**config.mk**
```make
export PLATFORM = sky130hd
export DESIGN_NAME = boot_ctrl
export DESIGN_NICKNAME = d
export VERILOG_FILES = /design/src/rtl/boot_ctrl_pkg.sv /design/src/rtl/boot_ctrl_rst_timer.sv /design/src/rtl/boot_ctrl.sv
export SDC_FILE = /design/constraint.sdc
export NUM_CORES = 1
export LEC_CHECK = 0
export BUFFER_PORTS_ARGS = -buffer_cell sky130_fd_sc_hd__buf_4
export CORE_MARGIN = 5
export CORE_UTILIZATION = 51
export DETAILED_ROUTE_END_ITERATION = 16
export GPL_TIMING_DRIVEN = 0
export PLACE_DENSITY_LB_ADDON = 0.1
export SLEW_MARGIN = 20
export SYNTH_ARGS = -nofsm -noshare
export SYNTH_HDL_FRONTEND = slang
export SYNTH_HIERARCHICAL = 1
export SYNTH_SLANG_ARGS = --single-unit
```
**constraint.sdc**
```tcl
create_clock -name clk_i -period 5.42 [get_ports clk_i]
set_input_delay 1.084 -clock clk_i [delete_from_list [all_inputs] [get_ports clk_i]]
set_output_delay 1.084 -clock clk_i [all_outputs]
set_load 0.05 [all_outputs]
```
**src/rtl/boot_ctrl_pkg.sv**
```systemverilog
// Shared types and constants for the boot SRAM loader: FSM state encoding,
// control-word bit positions and the reset-timer width helper.
package boot_ctrl_pkg;

  typedef enum logic [2:0] {
    COPY_RD  = 3'd0,
    COPY_CAP = 3'd1,
    COPY_WR  = 3'd2,
    RUN      = 3'd3,
    HOLD     = 3'd4
  } state_e;

  localparam int CFG_BOOT_BIT = 0;
  localparam int CFG_RST_BIT  = 1;

  // A one-cycle pulse still needs a 1-bit counter.
  function automatic int cnt_width(input int pulse);
    return (pulse > 1) ? $clog2(pulse) : 1;
  endfunction

endpackage

```
**src/rtl/boot_ctrl_rst_timer.sv**
```systemverilog
// Loadable down-counter that times the software-requested CPU reset hold;
// done_o is high while the count is zero.
module boot_ctrl_rst_timer
  import boot_ctrl_pkg::*;
#(
  parameter int RST_PULSE = 100
) (
  input  logic clk_i,
  input  logic arst_n_i,
  input  logic cke_i,
  input  logic load_i,
  input  logic dec_i,
  output logic done_o
);

  localparam int CNT_W = cnt_width(RST_PULSE);
  localparam logic [CNT_W-1:0] LOAD_VAL = CNT_W'(RST_PULSE - 1);

  logic [CNT_W-1:0] cnt_r;

  // count register: load takes priority, decrement saturates at zero
  always_ff @(posedge clk_i or negedge arst_n_i) begin
    if (!arst_n_i) begin
      cnt_r <= CNT_W'(0);
    end else if (cke_i) begin
      if (load_i) begin
        cnt_r <= LOAD_VAL;
      end else if (dec_i && (cnt_r != CNT_W'(0))) begin
        cnt_r <= cnt_r - CNT_W'(1);
      end
    end
  end

  assign done_o = (cnt_r == CNT_W'(0));

endmodule

```
**src/rtl/boot_ctrl.sv**
```systemverilog
// Boot SRAM sequencer: copies the ROM image into SRAM with the CPU held in reset,
// then serves the boot flag / CPU reset control word. Optional: BOOT_CTRL_CHECKSUM_EN.
module boot_ctrl
  import boot_ctrl_pkg::*;
#(
  parameter int DATA_W     = 32,
  parameter int ADDR_W     = 12,
  parameter int ROM_ADDR_W = 10,
  parameter int ROM_WORDS  = 256,
  parameter int SRAM_BASE  = 0,
  parameter int RST_PULSE  = 100
) (
  input  logic                  clk_i,
  input  logic                  arst_n_i,
  input  logic                  cke_i,
  input  logic                  cfg_valid_i,
  input  logic [1:0]            cfg_wdata_i,
  output logic                  cfg_ready_o,
  output logic                  rom_en_o,
  output logic [ROM_ADDR_W-1:0] rom_addr_o,
  input  logic [DATA_W-1:0]     rom_data_i,
  output logic                  sram_valid_o,
  input  logic                  sram_ready_i,
  output logic [ADDR_W-1:0]     sram_addr_o,
  output logic [DATA_W-1:0]     sram_wdata_o,
  output logic [DATA_W/8-1:0]   sram_wstrb_o,
  output logic                  boot_o,
  output logic                  cpu_reset_o,
  output logic                  busy_o,
  output logic [DATA_W-1:0]     checksum_o
);

  localparam int STRB_W = DATA_W / 8;
  localparam logic [ROM_ADDR_W-1:0] LAST_IDX  = ROM_ADDR_W'(ROM_WORDS - 1);
  localparam logic [ADDR_W-1:0]     BASE_ADDR = ADDR_W'(SRAM_BASE);

  state_e                  state_r, state_nxt_s;
  logic                    live_r;
  logic [ROM_ADDR_W-1:0]   idx_r;
  logic [DATA_W-1:0]       buf_r;
  logic                    boot_r;
  logic                    wr_hs_s, cfg_hs_s, hold_done_s, reload_s, timer_load_s;
  logic                    rom_en_s, sram_valid_s, cfg_ready_s, cpu_reset_s, busy_s;
  logic                    rom_en_r, sram_valid_r, cfg_ready_r, cpu_reset_r, busy_r;

  assign wr_hs_s      = (state_r == COPY_WR) && sram_ready_i;
  assign cfg_hs_s     = (state_r == RUN) && cfg_valid_i;
  assign timer_load_s = cfg_hs_s && cfg_wdata_i[CFG_RST_BIT];
  assign reload_s     = (state_r == HOLD) && hold_done_s && boot_r;

  boot_ctrl_rst_timer #(
    .RST_PULSE (RST_PULSE)
  ) u_rst_timer (
    .clk_i    (clk_i),
    .arst_n_i (arst_n_i),
    .cke_i    (cke_i),
    .load_i   (timer_load_s),
    .dec_i    (state_r == HOLD),
    .done_o   (hold_done_s)
  );

  // state register; live_r holds the FSM in COPY_RD for the first enabled cycle after reset
  always_ff @(posedge clk_i or negedge arst_n_i) begin
    if (!arst_n_i) begin
      state_r <= COPY_RD;
      live_r  <= 1'b0;
    end else if (cke_i) begin
      state_r <= state_nxt_s;
      live_r  <= 1'b1;
    end
  end

  // next-state logic
  always_comb begin
    state_nxt_s = state_r;
    case (state_r)
      COPY_RD: begin
        if (live_r) state_nxt_s = COPY_CAP;
        else        state_nxt_s = COPY_RD;
      end
      COPY_CAP: state_nxt_s = COPY_WR;
      COPY_WR: begin
        if (sram_ready_i) state_nxt_s = (idx_r == LAST_IDX) ? RUN : COPY_RD;
        else              state_nxt_s = COPY_WR;
      end
      RUN: begin
        if (timer_load_s) state_nxt_s = HOLD;
        else              state_nxt_s = RUN;
      end
      HOLD: begin
        if (hold_done_s) state_nxt_s = boot_r ? COPY_RD : RUN;
        else             state_nxt_s = HOLD;
      end
      default: state_nxt_s = COPY_RD;
    endcase
  end

  // output decode from the next state so the registered outputs line up with state_r
  always_comb begin
    rom_en_s     = 1'b0;
    sram_valid_s = 1'b0;
    cfg_ready_s  = 1'b0;
    cpu_reset_s  = 1'b1;
    busy_s       = 1'b0;
    case (state_nxt_s)
      COPY_RD:  begin rom_en_s = 1'b1;     busy_s = 1'b1; end
      COPY_CAP: begin busy_s = 1'b1; end
      COPY_WR:  begin sram_valid_s = 1'b1; busy_s = 1'b1; end
      RUN:      begin cfg_ready_s = 1'b1;  cpu_reset_s = 1'b0; end
      HOLD:     begin cpu_reset_s = 1'b1; end
      default:  begin cpu_reset_s = 1'b1; end
    endcase
  end

  // output registers
  always_ff @(posedge clk_i or negedge arst_n_i) begin
    if (!arst_n_i) begin
      rom_en_r     <= 1'b0;
      sram_valid_r <= 1'b0;
      cfg_ready_r  <= 1'b0;
      cpu_reset_r  <= 1'b1;
      busy_r       <= 1'b1;
    end else if (cke_i) begin
      rom_en_r     <= rom_en_s;
      sram_valid_r <= sram_valid_s;
      cfg_ready_r  <= cfg_ready_s;
      cpu_reset_r  <= cpu_reset_s;
      busy_r       <= busy_s;
    end
  end

  // copy index, ROM data buffer and boot flag
  always_ff @(posedge clk_i or negedge arst_n_i) begin
    if (!arst_n_i) begin
      idx_r  <= ROM_ADDR_W'(0);
      buf_r  <= DATA_W'(0);
      boot_r <= 1'b1;
    end else if (cke_i) begin
      if (reload_s) begin
        idx_r <= ROM_ADDR_W'(0);
      end else if (wr_hs_s && (idx_r != LAST_IDX)) begin
        idx_r <= idx_r + ROM_ADDR_W'(1);
      end
      if (state_r == COPY_CAP) begin
        buf_r <= rom_data_i;
      end
      if (cfg_hs_s) begin
        boot_r <= cfg_wdata_i[CFG_BOOT_BIT];
      end
    end
  end

`ifdef BOOT_CTRL_CHECKSUM_EN
  logic [DATA_W-1:0] checksum_r;

  // running sum of accepted SRAM writes, restarted with each copy
  always_ff @(posedge clk_i or negedge arst_n_i) begin
    if (!arst_n_i) begin
      checksum_r <= DATA_W'(0);
    end else if (cke_i) begin
      if (reload_s) begin
        checksum_r <= DATA_W'(0);
      end else if (wr_hs_s) begin
        checksum_r <= checksum_r + buf_r;
      end
    end
  end

  assign checksum_o = checksum_r;
`else
  assign checksum_o = DATA_W'(0);
`endif

  assign cfg_ready_o  = cfg_ready_r;
  assign rom_en_o     = rom_en_r;
  assign rom_addr_o   = idx_r;
  assign sram_valid_o = sram_valid_r;
  assign sram_addr_o  = BASE_ADDR + ADDR_W'(idx_r);
  assign sram_wdata_o = buf_r;
  assign sram_wstrb_o = {STRB_W{sram_valid_r}};
  assign boot_o       = boot_r;
  assign cpu_reset_o  = cpu_reset_r;
  assign busy_o       = busy_r;

endmodule

```
==> results.md <==
- Antenna diodes: 0
- Mapped Area: 0.00304 sq mm
- Largest net degree at the start of global routing: 60
- RD Place Congestion: 0.838
- Via/cell ratio: 4.81
- CP endpoint kind: flop
- Syn avg cell area: 11.5 sq um
- Met1 Usage GRT: 20.9%
- GRT busiest layer: met2
- CP max-delay cell: mux2_2
- Combinational power share: 52.6%
- CTS max path bufs: 2
- Crit Path Class: input port to flop
- Gr usage total: 18.2%
- Leakage power: 2.15 nW
- Arrival @ worst endpoint: 2.56 ns
- Reg clk slew, reported paths: 0.07 ns
- Die footprint: 0.00760 sq mm
- Fin crit period: 2.36 ns
- Highest fanout seen on the critical path: 10
- CP peak stage delay: 0.37 ns
- Switching portion of total power: 46.9%
- Antenna violations before repair: 0
- Routed Antenna Nets: 0
- H-Tree Depth: 3
- Commonest non-fill, non-tap cell in the layout: buf_4
- Worst-Margin Slew: 0.728 ns
- CTS resizes: 0
- DR vias: 2,344
- Max-Cap Viols: 0
- Hold buffers post-CTS: 0
- Number of port buffers: 100
- Vias in the first global route: 2,369
- Most frequent cells in the layout: 148 x buf_4, 56 x dfrtp_1, 34 x conb_1, 33 x mux2_2, 17 x nand2_1
- Post-synth EDFFs: 0
- Post-Layout Cell Count: 487
- Worst Hold Class: flop to flop
- Core ar.: 0.00585 sq mm
- First-pass GRT wire length: 10.9 mm
- Yosys warns: 6
- Final WL: 6.71 mm
- Worst path cell trace: buf_4 -> buf_2 -> inv_1 -> nor3_2 -> buf_2 -> mux2_2
- Grt met2 use: 30.4%
- Setup crit start kind: input port
- DRC Markers: 0
- WP buf/inv: 4
- Total Nets Final: 448
- Synth-to-Final Area Change: 38.9%
- Peak VDD IR: 0.000468 V
- Most used flip-flop cell after synthesis: dfrtp_1
- NetSw: 0.00114 W
- Post-DP HPWL: 5.11 mm
- Initial core utilization: 51.9%
- Layout cells sized above 1: 53.4%
- Postcts setup bufs: 0
- CP required: 5.62 ns
- #FFs+latches synth: 59
- Synth cell types: 59
- Status: finished, final reports clean
- Synth area leaders: dfrtp_1 46%, mux2_2 12%, buf_4 12%
- Post-Synthesis Cells: 263
- Crit-path leading delay family: buffers and inverters
- Final setup TNS: 0 ns
- CTS tree: built
- Clock power share: 17.2%
- Placed Cells: 471
- Synth top area share: 46.1%
- Max-slew violation count: 0
- Part of the cycle the worst path needs: 43.6%
- Total CTS buffers: 9
- Max frequency: 423 MHz
- Vert. Die Dim: 87.2 microns
- Num ports: 135
- Final setup vio count: 0
- Clock Latency Late Sink: 0.32 ns
- Met3 usage: 7.76%
- Die width: 87.2 microns
- CP most frequent cell: buf_2
- Hold Vio Cnt, Final: 0
- Pwr dens: 577 mW/mm^2
- Sequential share of power: 30.2%
- Grt total ovfl: 0
- Slew Limit Headroom: 51.5%
- Leading area contributor after synthesis: dfrtp_1
- Int Power: 0.00129 W
- Post-synthesis sequential area ratio: 48.7%
- FP Rows: 28
- Starting DRT DRC Count: 49
- Drt pass-1 iters: 4
- RSZ-0062 raised after global routing: false
- Clock Sinks: 59
- Max Clock Skew: 0.00892 ns
- Async SR Flop Fraction: 100%
- Post-DR wirelength/cell: 13.8 microns
- CTS Root Cell: clkbuf_8
cells in the mapped netlist, types with 2 or more instances:
| library cell | instances |
|---|---|
| and3_1 | 2 |
| dfstp_2 | 3 |
| and2_1 | 2 |
| nor3_1 | 3 |
| buf_2 | 4 |
| o21ai_0 | 4 |
| o21a_1 | 3 |
| inv_1 | 8 |
| nor2b_1 | 3 |
| mux2_2 | 33 |
| a21oi_1 | 4 |
| mux2i_1 | 6 |
| a311o_1 | 2 |
| buf_4 | 48 |
| nand3_1 | 7 |
| dfrtp_1 | 56 |
| ha_1 | 2 |
| nand4_1 | 3 |
| or4_1 | 2 |
| a31oi_1 | 4 |
| nand2_1 | 17 |
| a22oi_1 | 2 |
| nor2_1 | 8 |
| o31ai_1 | 2 |
stage by stage:
| stage | util [%] | hold slack [ns] | area, sq um | setup WS (ns) | power (W) |
|---|---|---|---|---|---|
| 5_1_grt | 72.1 | 0.488 | 4220 | 2.98 | 0.00256 |
| 4_1_cts | 72.1 | 0.471 | 4220 | 3.05 | 0.00246 |
| 3_3_place_gp | 68.5 | 0.445 | 4010 | 2.72 | 0.00201 |
| 6_report | 72.1 | 0.467 | 4220 | 3.06 | 0.00243 |
| 3_5_place_dp | 68.5 | 0.454 | 4010 | 2.72 | 0.00203 |
| 2_1_floorplan | - | 0.430 | 3160 | 3.15 | 0.00165 |
cell families after synthesis:
family	count (synthesis)	synth area share [%]
adders and majority gates	2	0.824
and+or+nand+nor	63	12.2
xor gates and xnor gates	1	0.288
AOI/OAI and AO/OA	35	9.19
muxes	40	14.6
DFF	59	48.7
other	1	0.123
buffers and inverters	62	14.0
worst register-to-register path, stage by stage, from the launching register on:
cell and delay (ns):
dfrtp_1 0.38, inv_1 0.09, ha_1 0.19, or4b_4 0.50, nor3_1 0.23, and4bb_2 0.29, a22oi_1 0.13, o21a_1 0.17
mux2_2 0.27
state kept, by name, indices dropped and copies added (netlist names):
name / flops
live_r: 1
boot_o: 1
state_r: 3
u_rst_timer/cnt_r: 7
sram_wdata_o: 32
rom_en_o: 1
rom_addr_o: 10
cpu_reset_o: 1
cfg_ready_o: 1
busy_o: 1
sram_valid_o: 1
power groups by stage:
stage / combinational, W / sequential [W] / clock, W
finish: 0.00128 / 0.000734 / 0.000418
global route: 0.00134 / 0.000762 / 0.000451
CTS: 0.00129 / 0.000737 / 0.000428
detailed placement: 0.00129 / 0.000739 / 0
global placement: 0.00128 / 0.000730 / 0
floorplan: 0.000412 / 0.00124 / 0
worst paths after layout:
kind                                      startpoint                to  slack [ns]  cells after the start
worst max-delay path                           cke_i  sram_wdata_o[24]        3.06                      6
worst min-delay path                          live_r            live_r        0.47                      1
worst max register to register  u_rst_timer/cnt_r[0]       cpu_reset_o        3.11                      8
worst min register to register                live_r            live_r        0.47                      1
max in group asynchronous                   arst_n_i       cfg_ready_o        4.11                      1
min in group asynchronous                   arst_n_i  sram_wdata_o[17]        0.82                      1
routing by layer:
layer / part of all wire (%) / up-vias
met5: 0 / -
met4: 0.43 / 0
met3: 10 / 2
met2: 50 / 75
met1: 39 / 1117
li1: - / 1150
area by class of cell:
cell class | instances | area [sq um]
Fill cell | 470 | 1630
Buffer | 54 | 395
Tap cell | 75 | 93.8
Multi-Input combinational cell | 175 | 1250
Clock inverter | 4 | 47.5
Sequential cell | 59 | 1480
Clock buffer | 12 | 165
Inverter | 8 | 30.0
Timing Repair Buffer | 100 | 751
Power figures use the tool's default switching activity.
